$ cat config.mk
export PLATFORM = sky130hd
export DESIGN_NAME = helper_data_generator
export DESIGN_NICKNAME = d
export VERILOG_FILES = /design/src/rtl/helper_data_generator.sv
export SDC_FILE = /design/constraint.sdc
export NUM_CORES = 1
export LEC_CHECK = 0
export BUFFER_PORTS_ARGS = -buffer_cell sky130_fd_sc_hd__buf_2
export CAP_MARGIN = 10
export CORE_UTILIZATION = 50
export CTS_BUF_LIST = sky130_fd_sc_hd__clkbuf_8 sky130_fd_sc_hd__clkbuf_16
export DETAILED_ROUTE_END_ITERATION = 7
export MAX_ROUTING_LAYER = met4
export PLACE_DENSITY = 0.85
export SLEW_MARGIN = 10
export SYNTH_ARGS = -nofsm -noshare
export SYNTH_HDL_FRONTEND = slang
export SYNTH_SLANG_ARGS = --single-unit
$ cat constraint.sdc
create_clock -name clk -period 2.7 [get_ports clk]
set_input_delay 0.405 -clock clk [delete_from_list [all_inputs] [get_ports clk]]
set_output_delay 0.405 -clock clk [all_outputs]
set_load 0.005 [all_outputs]
$ cat src/rtl/helper_data_generator.sv
// helper_data_generator
//   Enrollment-side helper-data builder for the PUF. A start request reads
//   NO_ROUND consecutive SRAM words from the challenge address and assembles
//   them into the signature. While it reads, it builds the 96-bit helper data:
//   byte parities, the XOR of the 32-bit signature words, and a CRC-32.
//
//   Ports
//     clk, rst           clock, synchronous active-low reset
//     start, addr        one-cycle request and challenge address (IDLE only)
//     sram_addr, sram_re SRAM read request
//     sram_q             SRAM read data, valid one cycle after sram_re
//     busy, done         operation in flight / one-cycle completion pulse
//     puf_signature      assembled signature, held until the next start
//     o_helper           helper data [0:95] = {parity, word xor, crc}
//
//   state  | meaning
//   -------+-------------------------------------------------------------
//   IDLE   | waiting for start
//   READ   | issuing NO_ROUND reads, capturing the word from the prior cycle
//   DRAIN  | no read issued; captures the last word and latches the helper
//   DONE   | done pulse, outputs valid
module helper_data_generator #(
  parameter int CHALLENGE_SIZE    = 32,
  parameter int SIGN_SIZE         = 256,
  parameter int HELPER_DATA_SIZE  = 96,
  parameter int MEM_SIZE_PER_ADDR = 8
) (
  input  logic                           clk,
  input  logic                           rst,
  input  logic                           start,
  input  logic [CHALLENGE_SIZE-1:0]      addr,
  output logic [CHALLENGE_SIZE-1:0]      sram_addr,
  output logic                           sram_re,
  input  logic [MEM_SIZE_PER_ADDR-1:0]   sram_q,
  output logic                           busy,
  output logic                           done,
  output logic [SIGN_SIZE-1:0]           puf_signature,
  output logic [0:HELPER_DATA_SIZE-1]    o_helper
);

  localparam int NO_ROUND = SIGN_SIZE / MEM_SIZE_PER_ADDR;
  localparam int CNT_W    = $clog2(NO_ROUND);
  localparam int N_WORDS  = SIGN_SIZE / 32;
  localparam logic [31:0] CRC_POLY = 32'h04C11DB7;
  localparam logic [31:0] CRC_INIT = 32'hFFFFFFFF;

  if (CHALLENGE_SIZE != 32 || SIGN_SIZE != 256 || HELPER_DATA_SIZE != 96 ||
      MEM_SIZE_PER_ADDR != 8) begin : g_param_check
    $error("helper_data_generator: only the default parameter set is supported");
  end

  typedef enum logic [1:0] {
    S_IDLE,
    S_READ,
    S_DRAIN,
    S_DONE
  } state_t;

  state_t                        state_q, state_d;
  logic [CNT_W-1:0]              cnt_q, cnt_d;
  logic [CHALLENGE_SIZE-1:0]     addr_q, addr_d;
  logic                          re_q, re_d;
  logic                          rd_vld_q, rd_vld_d;
  logic                          busy_q, busy_d;
  logic                          done_q, done_d;
  logic [SIGN_SIZE-1:0]          sig_q, sig_d;
  logic [NO_ROUND-1:0]           par_q, par_d;
  logic [31:0]                   crc_q, crc_d;
  logic [HELPER_DATA_SIZE-1:0]   helper_q, helper_d;

  // One CRC-32 byte step, MSB-first, non-reflected.
  function automatic logic [31:0] crc_byte(input logic [31:0] crc_in,
                                           input logic [MEM_SIZE_PER_ADDR-1:0] b);
    logic [31:0] c;
    c = crc_in ^ {b, {(32-MEM_SIZE_PER_ADDR){1'b0}}};
    for (int i = 0; i < MEM_SIZE_PER_ADDR; i++) begin
      c = c[31] ? ((c << 1) ^ CRC_POLY) : (c << 1);
    end
    return c;
  endfunction

  function automatic logic [31:0] word_xor(input logic [SIGN_SIZE-1:0] s);
    logic [31:0] x;
    x = '0;
    for (int i = 0; i < N_WORDS; i++) begin
      x = x ^ s[i*32 +: 32];
    end
    return x;
  endfunction

  always_comb begin
    state_d  = state_q;
    cnt_d    = cnt_q;
    addr_d   = addr_q;
    re_d     = re_q;
    rd_vld_d = re_q;
    busy_d   = busy_q;
    done_d   = 1'b0;
    sig_d    = sig_q;
    par_d    = par_q;
    crc_d    = crc_q;
    helper_d = helper_q;

    // rd_vld_q marks the cycle where the word requested last cycle is on sram_q.
    if (rd_vld_q) begin
      sig_d = {sig_q[SIGN_SIZE-MEM_SIZE_PER_ADDR-1:0], sram_q};
      par_d = {par_q[NO_ROUND-2:0], ^sram_q};
      crc_d = crc_byte(crc_q, sram_q);
    end

    unique case (state_q)
      S_IDLE: begin
        if (start) begin
          state_d = S_READ;
          addr_d  = addr;
          re_d    = 1'b1;
          busy_d  = 1'b1;
          cnt_d   = CNT_W'(NO_ROUND - 1);
          sig_d   = '0;
          par_d   = '0;
          crc_d   = CRC_INIT;
        end
      end
      S_READ: begin
        if (cnt_q == '0) begin
          state_d = S_DRAIN;
          re_d    = 1'b0;
        end else begin
          cnt_d  = cnt_q - CNT_W'(1);
          addr_d = addr_q + CHALLENGE_SIZE'(1);
        end
      end
      S_DRAIN: begin
        // Helper is latched from the post-capture values so it is valid with done.
        state_d  = S_DONE;
        busy_d   = 1'b0;
        done_d   = 1'b1;
        helper_d = {par_d, word_xor(sig_d), crc_d};
      end
      S_DONE: begin
        state_d = S_IDLE;
      end
      default: begin
        state_d = S_IDLE;
      end
    endcase
  end

  always_ff @(posedge clk) begin
    if (!rst) begin
      state_q  <= S_IDLE;
      cnt_q    <= '0;
      addr_q   <= '0;
      re_q     <= 1'b0;
      rd_vld_q <= 1'b0;
      busy_q   <= 1'b0;
      done_q   <= 1'b0;
      sig_q    <= '0;
      par_q    <= '0;
      crc_q    <= CRC_INIT;
      helper_q <= '0;
    end else begin
      state_q  <= state_d;
      cnt_q    <= cnt_d;
      addr_q   <= addr_d;
      re_q     <= re_d;
      rd_vld_q <= rd_vld_d;
      busy_q   <= busy_d;
      done_q   <= done_d;
      sig_q    <= sig_d;
      par_q    <= par_d;
      crc_q    <= crc_d;
      helper_q <= helper_d;
    end
  end

  assign sram_addr     = addr_q;
  assign sram_re       = re_q;
  assign busy          = busy_q;
  assign done          = done_q;
  assign puf_signature = sig_q;
  assign o_helper      = helper_q;

endmodule

==> impl_metrics.tcl <==
set metrics [dict create \
    status "finished, final reports clean" \
    grt_max_degree 98 \
    slowest_delay_ps 410 \
    whs_ps 143 \
    p_total_mw 20.4 \
    ff2ff_path_depth 8 \
    clk_path_buf_depth 3 \
    cp.depth 8 \
    yosysTopAreaCell "dfxtp_1" \
    drt-vias-per-instance 5.43 \
    setup_viol 0 \
    rsz0062_at_grt "false" \
    clkSinkCount 459 \
    ys_seq_area_share_pct 45.7 \
    skew_ps 30.2 \
    drv_slew 0 \
    dr.first_iter.drc_count 1227 \
    io_pins 430 \
    endpoint "sram_addr[0]$_SDFFE_PN0P_" \
    grt_first_pass_wirelength_um 94700 \
    syn-cell-area_mm2 0.0201 \
    drc 0 \
    synthTopCellsByArea "dfxtp_1 46%, mux2i_1 17%, xnor2_1 11%, nor2_1 7.4%, clkbuf_1 1.9%" \
    path_max_fanout 18 \
    synthArstFlopShare_pct 0 \
    fmax_ghz 0.412 \
    setup-tns-final_ps 0 \
    initial_core_util_pct 50.6 \
    gr-total-overflow 0 \
    hpwlAfterDp_um 46600 \
    finalCritPeriodShare_pct 89.9 \
    core_area_mm2 0.0397 \
    avgSynthCellArea_um2 9.71 \
    p_leak_nw 9.87 \
    grt_usage_pct 30.9 \
    path_cells "inv_1 > ha_1 > nor2b_1 > o21bai_1 > nand2b_1 > buf_4 > a21oi_1 > o221a_2" \
    ys_ff_latch 459 \
    min_period_ps 2430 \
    port_buffers 429 \
    path_delay_family "simple AND/OR/NAND/NOR gates" \
    regToRegEndpoint "sram_addr[0]$_SDFFE_PN0P_" \
    cts_made_buffers 47 \
    arrival_ps 2880 \
    peakVddDrop_mv 0.635 \
    vias 16300 \
    wl_per_cell_um 21.1 \
    cap_viol_max_count 0 \
    place_congestion 0.946 \
    ys_types 62 \
    core.rowCount 73 \
    hold_path_class "input port to flip-flop" \
    clk_pin_slew_worst_paths_ps 60 \
    cts_setup_buffers 0 \
    synth_most_common_cell "dfxtp_1" \
    antenna_found_initial 1 \
    clkLatencyLatePin_ps 590 \
    die-area_mm2 0.0410 \
    first_pass_iters 8 \
    synth_warnings 0 \
    synth_ff_type "dfxtp_1" \
    ctsResizeCount 0 \
    die_h_um 203 \
    slew_headroom_pct 53.5 \
    grt_pass1_vias 15900 \
    p_per_area_mw_per_mm2 836 \
    slowest_stage "nand2b_1" \
    postRouteAntennaNets 0 \
    routed_wl_um 63400 \
    drive_gt1_share_pct 22.8 \
    cp.required_ps 3150 \
    tightest_slew_ps 697 \
    netlist.area_leader.share_pct 45.7 \
    htree_levels 2 \
    ff2ff_setup_slack_ps 270 \
    path_class "flip-flop to flip-flop" \
    synthCells 2070 \
    startpoint_type "flip-flop" \
    synth_edf_count 0 \
    nNetsFinal 2501 \
    synthTopCellsByCount "459 x dfxtp_1, 399 x nor2_1, 346 x mux2i_1, 252 x xnor2_1, 103 x clkbuf_1" \
    worstSetupEndpointType "flip-flop" \
    area_growth_pct 21.2 \
    cts_tree "yes" \
    die_width_um 203 \
    r2r_start "state_q[0]$_SDFFE_PN0P_" \
    syn_nets 2119 \
    hold_viol 0 \
    path_buf_inv 2 \
    cp-startpoint "state_q[0]$_SDFFE_PN0P_" \
    hold_buffers 0 \
    root_buffer "clkbuf_16" \
]
## registers in the layout, summed over array words and instances (netlist names), 2 cells and up
signal / cells
cnt_q: 5
crc_q: 32
o_helper: 96
par_q: 32
puf_signature: 256
sram_addr: 32
state_q: 2
## kinds of logic after synthesis
family / after synthesis / share of synthesized area, %
adders and majority gates: 6 / 0.373
muxes: 347 / 17.3
buffers and inverters: 143 / 2.77
xor gates and xnor gates: 312 / 14.7
and+or+nand+nor: 569 / 12.2
DFF: 459 / 45.7
AOI/OAI and AO/OA: 234 / 7.01
## stage by stage
step,area [µm²],setup WS [ps],std cells,utilization [%]
3_3_place_gp,22800,432,2928,57.4
6_report,24400,272,3009,61.3
2_1_floorplan,20100,684,2070,-
5_1_grt,24400,87.8,3009,61.3
4_1_cts,24400,294,3008,61.3
3_5_place_dp,22800,307,2928,57.4
## routing by layer
layer | up-vias | track usage [%] | part of all wire, % | routed length (µm)
li1 | 7755 | - | - | -
met1 | 7790 | 35.7 | 40 | 25100
met2 | 646 | 49.6 | 47 | 30000
met3 | 145 | 8.39 | 8.3 | 5260
met4 | 0 | 14.5 | 4.9 | 3140
met5 | - | - | 0 | 0
## how the worst min path moves through the flow
stage | from | end | cells after the start | slack (ps)
5_1_grt | addr[6] | sram_addr[6]$_SDFFE_PN0P_ | 3 | 120
3_3_place_gp | o_helper[34]$_SDFFE_PN0P_ | o_helper[34]$_SDFFE_PN0P_ | 2 | 470
2_1_floorplan | par_q[31]$_SDFF_PN0_ | par_q[31]$_SDFF_PN0_ | 2 | 460
4_1_cts | addr[6] | sram_addr[6]$_SDFFE_PN0P_ | 3 | 110
3_5_place_dp | o_helper[36]$_SDFFE_PN0P_ | o_helper[36]$_SDFFE_PN0P_ | 2 | 470
6_report | addr[12] | sram_addr[12]$_SDFFE_PN0P_ | 3 | 140
## layout by cell type (no fill, tap or decap), types with 9 or more instances in the layout
cell / count
dfxtp_1: 458
xnor2_1: 252
nor2_1: 399
a211oi_1: 51
nand3_1: 16
and3_1: 12
mux2i_1: 346
buf_4: 23
buf_12: 10
xor2_1: 44
nor3_1: 9
buf_2: 429
nand3b_1: 24
clkbuf_16: 47
nand2_1: 63
inv_1: 19
o21ai_0: 66
clkbuf_8: 10
a21oi_1: 73
## layout make-up
class	count	area, µm²
clock inverter	23	236
multi-input combinational	1468	10400
inverter	14	52.6
antenna	1	2.50
timing repair buffer	462	2520
sequential	459	9190
clock buffer	57	1310
tap	525	657
fill	3264	15400
## power breakdown
part | internal (mW) | switching [mW] | leakage (nW)
Clock | 3.82 | 2.76 | 0.789
Combinational | 2.40 | 3.24 | 5.37
Sequential | 7.47 | 0.677 | 3.71
Total | 13.7 | 6.67 | 9.87
## worst reg2reg max path, cell delays in order, from the launching register on
cell	delay, ps
dfxtp_1	320
inv_1	130
ha_1	390
nor2b_1	230
o21bai_1	160
nand2b_1	410
buf_4	330
a21oi_1	70
o221a_2	280
Power figures use the tool's default switching activity.
